## src/rtl/sync_fifo_mem.sv

```systemverilog
// Register-array storage for sync_fifo: one synchronous write port and one
// synchronous read port. Only the read register is reset; the array is not.
module sync_fifo_mem #(
  parameter int DATA_WIDTH = 1,
  parameter int FIFO_DEPTH = 8,
  parameter int AW         = $clog2(FIFO_DEPTH)
) (
  input  logic                  clk,
  input  logic                  reset_n,
  input  logic                  wr_en,
  input  logic [AW-1:0]         wr_addr,
  input  logic [DATA_WIDTH-1:0] wr_data,
  input  logic                  rd_en,
  input  logic [AW-1:0]         rd_addr,
  output logic [DATA_WIDTH-1:0] rd_data
);
  logic [DATA_WIDTH-1:0] mem [FIFO_DEPTH];

  always_ff @(posedge clk) begin
    if (wr_en) mem[wr_addr] <= wr_data;
  end

  // Read register holds its value when no read is accepted.
  always_ff @(posedge clk or negedge reset_n) begin
    if (!reset_n)   rd_data <= '0;
    else if (rd_en) rd_data <= mem[rd_addr];
  end
endmodule

```

## src/rtl/sync_fifo.sv

```systemverilog
// Single-clock FIFO with registered full/empty flags and registered read port.
// Define SYNC_FIFO_LEVEL_EN to expose the current fill count on port level.
module sync_fifo #(
  parameter int DATA_WIDTH = 1,
  parameter int FIFO_DEPTH = 8
) (
  input  logic                        clk,
  input  logic                        reset_n,
  input  logic [DATA_WIDTH-1:0]       wr_data,
  input  logic                        wr_en,
  input  logic                        rd_en,
  output logic [DATA_WIDTH-1:0]       rd_data,
  output logic                        rd_valid,
  output logic                        full,
`ifdef SYNC_FIFO_LEVEL_EN
  output logic                        empty,
  output logic [$clog2(FIFO_DEPTH):0] level
`else
  output logic                        empty
`endif
);
  localparam int PTR_W  = $clog2(FIFO_DEPTH);
  localparam int CNT_W  = PTR_W + 1;
  localparam int STAGES = 1;

  logic [PTR_W-1:0] wr_ptr, rd_ptr;
  logic [CNT_W-1:0] count, count_nxt;
  logic             wr_acc, rd_acc;
  logic [STAGES:0]  vld_pipe;

  assign wr_acc = wr_en && !full;
  assign rd_acc = rd_en && !empty;

  always_comb begin
    count_nxt = count;
    case ({wr_acc, rd_acc})
      2'b10:   count_nxt = count + CNT_W'(1);
      2'b01:   count_nxt = count - CNT_W'(1);
      default: count_nxt = count;
    endcase
  end

  // Flags are registered from the next count so they are glitch-free outputs.
  always_ff @(posedge clk or negedge reset_n) begin
    if (!reset_n) begin
      wr_ptr <= '0;
      rd_ptr <= '0;
      count  <= '0;
      full   <= 1'b0;
      empty  <= 1'b1;
    end else begin
      if (wr_acc) wr_ptr <= wr_ptr + PTR_W'(1);
      if (rd_acc) rd_ptr <= rd_ptr + PTR_W'(1);
      count <= count_nxt;
      full  <= (count_nxt == CNT_W'(FIFO_DEPTH));
      empty <= (count_nxt == '0);
    end
  end

  assign vld_pipe[0] = rd_acc;

  always_ff @(posedge clk or negedge reset_n) begin
    if (!reset_n) vld_pipe[STAGES:1] <= '0;
    else          vld_pipe[STAGES:1] <= vld_pipe[STAGES-1:0];
  end

  assign rd_valid = vld_pipe[STAGES];

`ifdef SYNC_FIFO_LEVEL_EN
  assign level = count;
`endif

  sync_fifo_mem #(
    .DATA_WIDTH(DATA_WIDTH),
    .FIFO_DEPTH(FIFO_DEPTH),
    .AW        (PTR_W)
  ) u_mem (
    .clk    (clk),
    .reset_n(reset_n),
    .wr_en  (wr_acc),
    .wr_addr(wr_ptr),
    .wr_data(wr_data),
    .rd_en  (rd_acc),
    .rd_addr(rd_ptr),
    .rd_data(rd_data)
  );
endmodule

```

## config.mk

```make
export PLATFORM = sky130hd
export DESIGN_NAME = sync_fifo
export DESIGN_NICKNAME = d
export VERILOG_FILES = /design/src/rtl/sync_fifo_mem.sv /design/src/rtl/sync_fifo.sv
export SDC_FILE = /design/constraint.sdc
export NUM_CORES = 1
export LEC_CHECK = 0
export ABC_AREA = 0
export CAP_MARGIN = 5
export CORE_MARGIN = 10
export CORE_UTILIZATION = 50
export CTS_CLUSTER_SIZE = 28
export DETAILED_ROUTE_END_ITERATION = 16
export GPL_TIMING_DRIVEN = 0
export PLACE_DENSITY = 0.84
export SYNTH_ARGS = -nofsm -noshare
export SYNTH_HDL_FRONTEND = slang
export SYNTH_HIERARCHICAL = 1
export SYNTH_SLANG_ARGS = --single-unit
```

## constraint.sdc

```tcl
create_clock -name clk -period 1.76 [get_ports clk]
set_input_delay 0.176 -clock clk [delete_from_list [all_inputs] [get_ports clk]]
set_output_delay 0.176 -clock clk [all_outputs]
set_load 0.02 [all_outputs]
```

==> out/metrics.cfg, run 1 <==
[finish]
final_cell_mix=13 x dfrtp_1, 8 x buf_4, 8 x edfxtp_1
nets=115
area_growth_pct=24.9
diodes=0
final_common_cell=dfrtp_1
design_area_mm2=0.00136
fillers=151
final_cell_count_no_fill=132
post_route_cells_drive_above_1_share_pct=30.5
fin_util_pct=67.1

[pwr]
p_total_w=0.00251
peakVddDrop_mv=1.19
power_density_mw_per_mm2=1850
p_leak_nw=0.594

[sta]
min_period_over_period_pct=105
final_max_slew_viol_count=0
max_slew_margin_pct=58.5
layout_min_cycle_time_ns=1.85
setup_viol=2
tightest_slew_ns=0.621
finalHoldViolCount=0
setup_ws_ns=-0.0879
finalClockSkew_ns=0.00331
fmax_mhz=541
rsz0062_at_grt=true

[cts]
clock_path_buffers=2
path_clk_slew_ns=0.12
cts_made_buffers=3
h-tree-depth=1
postCtsHoldBufs=0
clk_latency_ns=0.30
cts_root_buf=clkbuf_4
clock_sinks=22
cts_tree=done

[yosys]
synth-seq-cells=22
synthCells=88
ys_seq_area_share_pct=54.4
async_flop_share_pct=63.6
yosys_warnings=6
synth_cell_types=30
syn-mean-instance-area_um2=12.4
synth_ff_type=dfrtp_1
synth_edf_count=8
syn_area_mm2=0.00109
syn_nets=97

[global_route]
antenna_found_initial=0
grt_pass1_wl_mm=3.48
grt_pass1_vias=751
track_usage_pct=10.1
gr-total-overflow=0
grt_max_degree=15

[critical_path]
crit_fanout=3
required_ns=2.01
crit_path_end_kind=flip-flop
path_class=reg2reg
critPathArrivalTime_ns=2.10
rr_startpoint=empty
path_common_cell=xnor2_2
worst-path-buf-inv=0
cp_slowest_stage_delay_ns=0.40
path_cells=nor2b_4 -> nand2_4 -> xnor2_2 -> ha_2 -> a21oi_2 -> xnor2_2 -> mux2i_1 -> o211a_1
cp_slowest_cell=dfstp_2
crit_path_start=empty
path_delay_family=flip-flops
cp-start-kind=flip-flop

[status]
failed_checks=setup timing
status=finished with violations

[die]
io_pins=9
fp.dieArea_mm2=0.00444
die-width_um=66.6
start_util_pct=53.8
core_mm2=0.00202
fp-row-count=16
die_h_um=66.6

[routing]
drc=0
wl_per_cell_um=15.4
vias_per_cell=5.20
wl_met3_um=125
dr_wl_met2_mm=1.01
top_layer_used=met4
firstDrtPassIters=4
drt-total-wl_mm=2.04
dr_total_vias=687
first_iter_violations=26
m1WireLength_um=837
drt.antenna.violating_nets=0

[placed_design]
dp_hpwl_mm=1.35
gp_congestion=0.718
io_buffers=8
placed_cells=123
placed_cell_area_mm2=0.00122

[job]
max_cap_viol_count=0

[hold_path]
min_path_type=in2async

worst reg2reg max path: cells and delay by family (launching register included):
| kind | cells | cell delay [ns] |
|---|---|---|
| compound gates | 2 | 0.37 |
| fa+ha+maj | 1 | 0.18 |
| simple gates | 2 | 0.28 |
| mux | 1 | 0.27 |
| xor+xnor | 2 | 0.30 |
| flops | 1 | 0.40 |
cells in the mapped netlist (2+ instances only):
cell type / count / area share (%)
nand2_1: 8 / 2.8
nor2_1: 7 / 2.4
inv_1: 3 / 1.0
dfrtp_1: 13 / 30
ha_1: 4 / 4.6
nor3_1: 2 / 0.92
xor2_1: 2 / 1.6
o211a_1: 2 / 1.8
buf_4: 2 / 1.4
edfxtp_1: 8 / 22
xnor2_1: 7 / 5.6
nor2b_1: 2 / 1.2
mux2_2: 2 / 2.1
mux2i_1: 6 / 5.5
nand2b_1: 5 / 2.9
power by group:
part           total [W]  internal, W  switching [W]  leakage [nW]
clock network   0.000274     0.000126       0.000148        0.0210
registers       0.000939     0.000738       0.000201         0.238
logic            0.00130     0.000708       0.000592         0.335
total            0.00251      0.00157       0.000940         0.594
per-stage QoR:
stage	hold WS (ns)	worst slack, ns	TNS, ns
floorplan	-0.120	-0.0965	-0.179
global placement	0.479	-0.379	-1.11
detailed placement	0.482	-0.419	-1.42
CTS	0.263	-0.0851	-0.148
global route	0.272	-0.179	-0.444
finish	0.243	-0.0879	-0.147
worst paths after layout:
check / depth (start not counted) / endpoint / slack, ns
setup / recovery: 8 / empty / -0.09
hold / removal: 1 / u_mem/rd_data / 0.24
setup reg to reg: 8 / empty / -0.09
hold reg to reg: 1 / rd_ptr[2] / 0.50
max in group asynchronous: 1 / wr_ptr[0] / 1.12
min in group clk: 2 / rd_valid / 0.48
layer usage:
layer  up-vias  track usage, %
met5         -               0
met4         0            3.14
met3         6            4.68
met2        22            16.6
met1       322            11.3
li1        337               -
final cells by class:
class / instances / area [um^2] / area share (%)
well taps: 27 / 33.8 / 2.49
inverters: 4 / 15.0 / 1.11
multi-input cells: 58 / 531 / 39.1
plain buffers: 2 / 18.8 / 1.38
repair buffers: 15 / 131 / 9.68
clock buffers: 4 / 36.3 / 2.67
flip-flops and latches: 22 / 592 / 43.6
registers in the layout (all words and copies together), names as in the netlist:
register       flops
u_mem/rd_data      1
empty              1
rd_ptr             3
count              4
wr_ptr             3
rd_valid           1
u_mem/mem          8
full               1
cell families after synthesis:
family                   Yosys count  synth area share [%]
AND/OR/NAND/NOR                   30                  15.3
XOR/XNOR                           9                  7.25
multiplexers                       9                  9.67
AO/OA/AOI/OAI                      6                  4.49
adder cells (fa/ha/maj)            4                  4.60
buffers and inverters              8                  4.26
flip-flops                        22                  54.4
what timing repair did:
action                     4_1_cts  5_1_grt
resized for setup                7        7
buffers inserted                 6        1
pin swaps                        6        7
setup endpoints to repair        4        4
Note: power is estimated with default switching activity, not from simulation.
==> run 2, diff against run 1 <==
--- a/config.mk
+++ b/config.mk
@@ -8,12 +8,12 @@
 export ABC_AREA = 0
 export CAP_MARGIN = 5
 export CORE_MARGIN = 10
-export CORE_UTILIZATION = 50
+export CORE_UTILIZATION = 53
+export CTS_BUF_LIST = sky130_fd_sc_hd__clkbuf_8
 export CTS_CLUSTER_SIZE = 28
 export DETAILED_ROUTE_END_ITERATION = 16
 export GPL_TIMING_DRIVEN = 0
-export PLACE_DENSITY = 0.84
+export PLACE_DENSITY = 0.88
 export SYNTH_ARGS = -nofsm -noshare
 export SYNTH_HDL_FRONTEND = slang
-export SYNTH_HIERARCHICAL = 1
 export SYNTH_SLANG_ARGS = --single-unit
==> out/metrics.cfg, run 2 <==
[routing]
dr_total_vias=744
dr_wl_met2_mm=1.08
vias_per_cell=5.64
drt.antenna.violating_nets=0
top_layer_used=met4
first_iter_violations=41
m1WireLength_um=893
firstDrtPassIters=4
drt-total-wl_mm=2.16
wl_met3_um=156
drc=0
wl_per_cell_um=16.4

[critical_path]
cp-start-kind=flip-flop
path_class=reg2reg
path_delay_family=flip-flops
crit_fanout=5
path_cells=buf_6 -> nor2b_4 -> ha_4 -> nand4b_1 -> a22o_1 -> a21oi_2 -> xnor2_2 -> inv_2 -> o211a_1
crit_path_end_kind=flip-flop
crit_cells=9
critPathArrivalTime_ns=2.06
cp_slowest_stage_delay_ns=0.55
reg2reg_depth=9
worst-path-buf-inv=2
required_ns=1.91
cp_slowest_cell=dfstp_2

[yosys]
synth_fa_ha_area_share_pct=4.63
synth_top_cells_by_area=dfrtp_1 30%, edfxtp_1 22%, xnor2_1 4.9%, ha_1 4.6%, mux4_2 4.2%
synth_cell_types=34
synth_xor_area_share_pct=7.99
syn-mean-instance-area_um2=13.0
synth_compound_area_share_pct=4.98
synth_simple_gate_area_share_pct=16.6
synthTopCellsByCount=13 x dfrtp_1, 8 x edfxtp_1, 7 x nand2_1
synth-seq-cells=22
synth_mux_area_share_pct=8.10
yosys_warnings=0
syn_nets=92
synth_ff_type=dfrtp_1
synth_top_area_share_pct=30.1
synth_most_common_cell=dfrtp_1
syn_area_mm2=0.00108
async_flop_share_pct=63.6
synth_edf_count=8
ys_seq_area_share_pct=54.7
synth_top_family_by_area=simple AND/OR/NAND/NOR gates
yosysTopAreaCell=dfrtp_1
synthCells=83

[die]
io_pins=9
die_h_um=65.2
start_util_pct=55.7
die-width_um=65.2
fp.dieArea_mm2=0.00425
fp-row-count=16
core_mm2=0.00194

[global_route]
grt_max_degree=15
track_usage_pct=10.1
grt_pass1_vias=722
gr-total-overflow=0
grt_pass1_wl_mm=3.36
antenna_found_initial=0

[sta]
setup_viol=3
max_slew_margin_pct=58.2
finalClockSkew_ns=0.00257
finalHoldViolCount=0
fmax_mhz=523
min_period_over_period_pct=109
layout_min_cycle_time_ns=1.91
final_max_slew_viol_count=0
tightest_slew_ns=0.625
setup_ws_ns=-0.153
rsz0062_at_grt=true

[cts]
clock_sinks=22
h-tree-depth=1
postCtsHoldBufs=0
clk_latency_ns=0.26
clock_path_buffers=2
cts_tree=done
cts_made_buffers=3
path_clk_slew_ns=0.08
cts_root_buf=clkbuf_8

[pwr]
p_leak_nw=0.590
p_total_w=0.00262
peakVddDrop_mv=1.31
power_density_mw_per_mm2=1880

[finish]
post_route_cells_drive_above_1_share_pct=37.1
final_cell_mix=12 x dfrtp_1, 10 x buf_4, 8 x edfxtp_1
top_regs=u_mem.mem (8), count (4)
fillers=135
nets=115
final_common_cell=dfrtp_1
diodes=0
largest_register=u_mem.mem
largest_register_ffs=8
final_cell_count_no_fill=132
fin_util_pct=71.9
area_growth_pct=29.2

[job]
max_cap_viol_count=0

[hold_path]
min_path_type=in2async

[placed_design]
dp_slack_ns=-0.417
io_buffers=8
placed_cells=118
dp_hpwl_mm=1.28
gp_congestion=0.749

[status]
failed_checks=setup timing
status=finished with violations

-- run 2: cells by family (layout without fill, tap and decap cells) --
kind of cell    count (synthesis)  count (layout)
compound gates                  7               7
xor+xnor                        9               9
fa+ha+maj                       4               4
buf+inv                         5              27
flops                          22              22
mux                             6               6
simple gates                   30              30
-- run 2: path summary, 6_finish.rpt --
kind | startpoint | slack [ns] | to
setup / recovery | empty | -0.15 | full
hold / removal | reset_n | 0.30 | u_mem.rd_data
setup reg to reg | empty | -0.15 | full
hold reg to reg | rd_ptr[2] | 0.50 | rd_ptr[2]
max in group asynchronous | reset_n | 1.02 | full
min in group clk | rd_ptr[2] | 0.50 | rd_ptr[2]
-- run 2: layout make-up --
class	instances	area, um^2	area share, %
sequential	22	593	42.5
multi-input combinational	56	532	38.1
timing repair buffer	19	168	12.0
clock buffer	3	41.3	2.96
tap	27	33.8	2.42
inverter	3	13.8	0.986
buffer	1	11.3	0.806
clock inverter	1	3.75	0.269
-- run 2: report_power, final --
| part | total (W) | leakage [nW] | internal [W] | switching (W) |
|---|---|---|---|---|
| logic | 0.00134 | 0.332 | 0.000733 | 0.000604 |
| registers | 0.000972 | 0.235 | 0.000739 | 0.000233 |
| clock network | 0.000311 | 0.0231 | 0.000156 | 0.000156 |
-- run 2: layer usage --
metal	vias to the layer above	global-route usage (%)
met2	36	16.5
met5	-	0
met4	0	4.01
li1	340	-
met3	8	3.22
met1	360	12.0
-- run 2: what timing repair did --
item / in CTS / in global routing
resized for setup: 9 / 4
endpoints found under the setup margin: 3 / 3
setup buffers: 8 / 3
pin swaps: 5 / 7
-- run 2: stage by stage --
stage | area [um^2] | TNS (ns) | hold slack, ns
floorplan | 1110 | -0.112 | -0.120
global placement | 1220 | -1.09 | 0.481
detailed placement | 1220 | -1.37 | 0.505
CTS | 1360 | -0.137 | 0.328
global route | 1400 | -0.469 | 0.351
finish | 1400 | -0.294 | 0.303
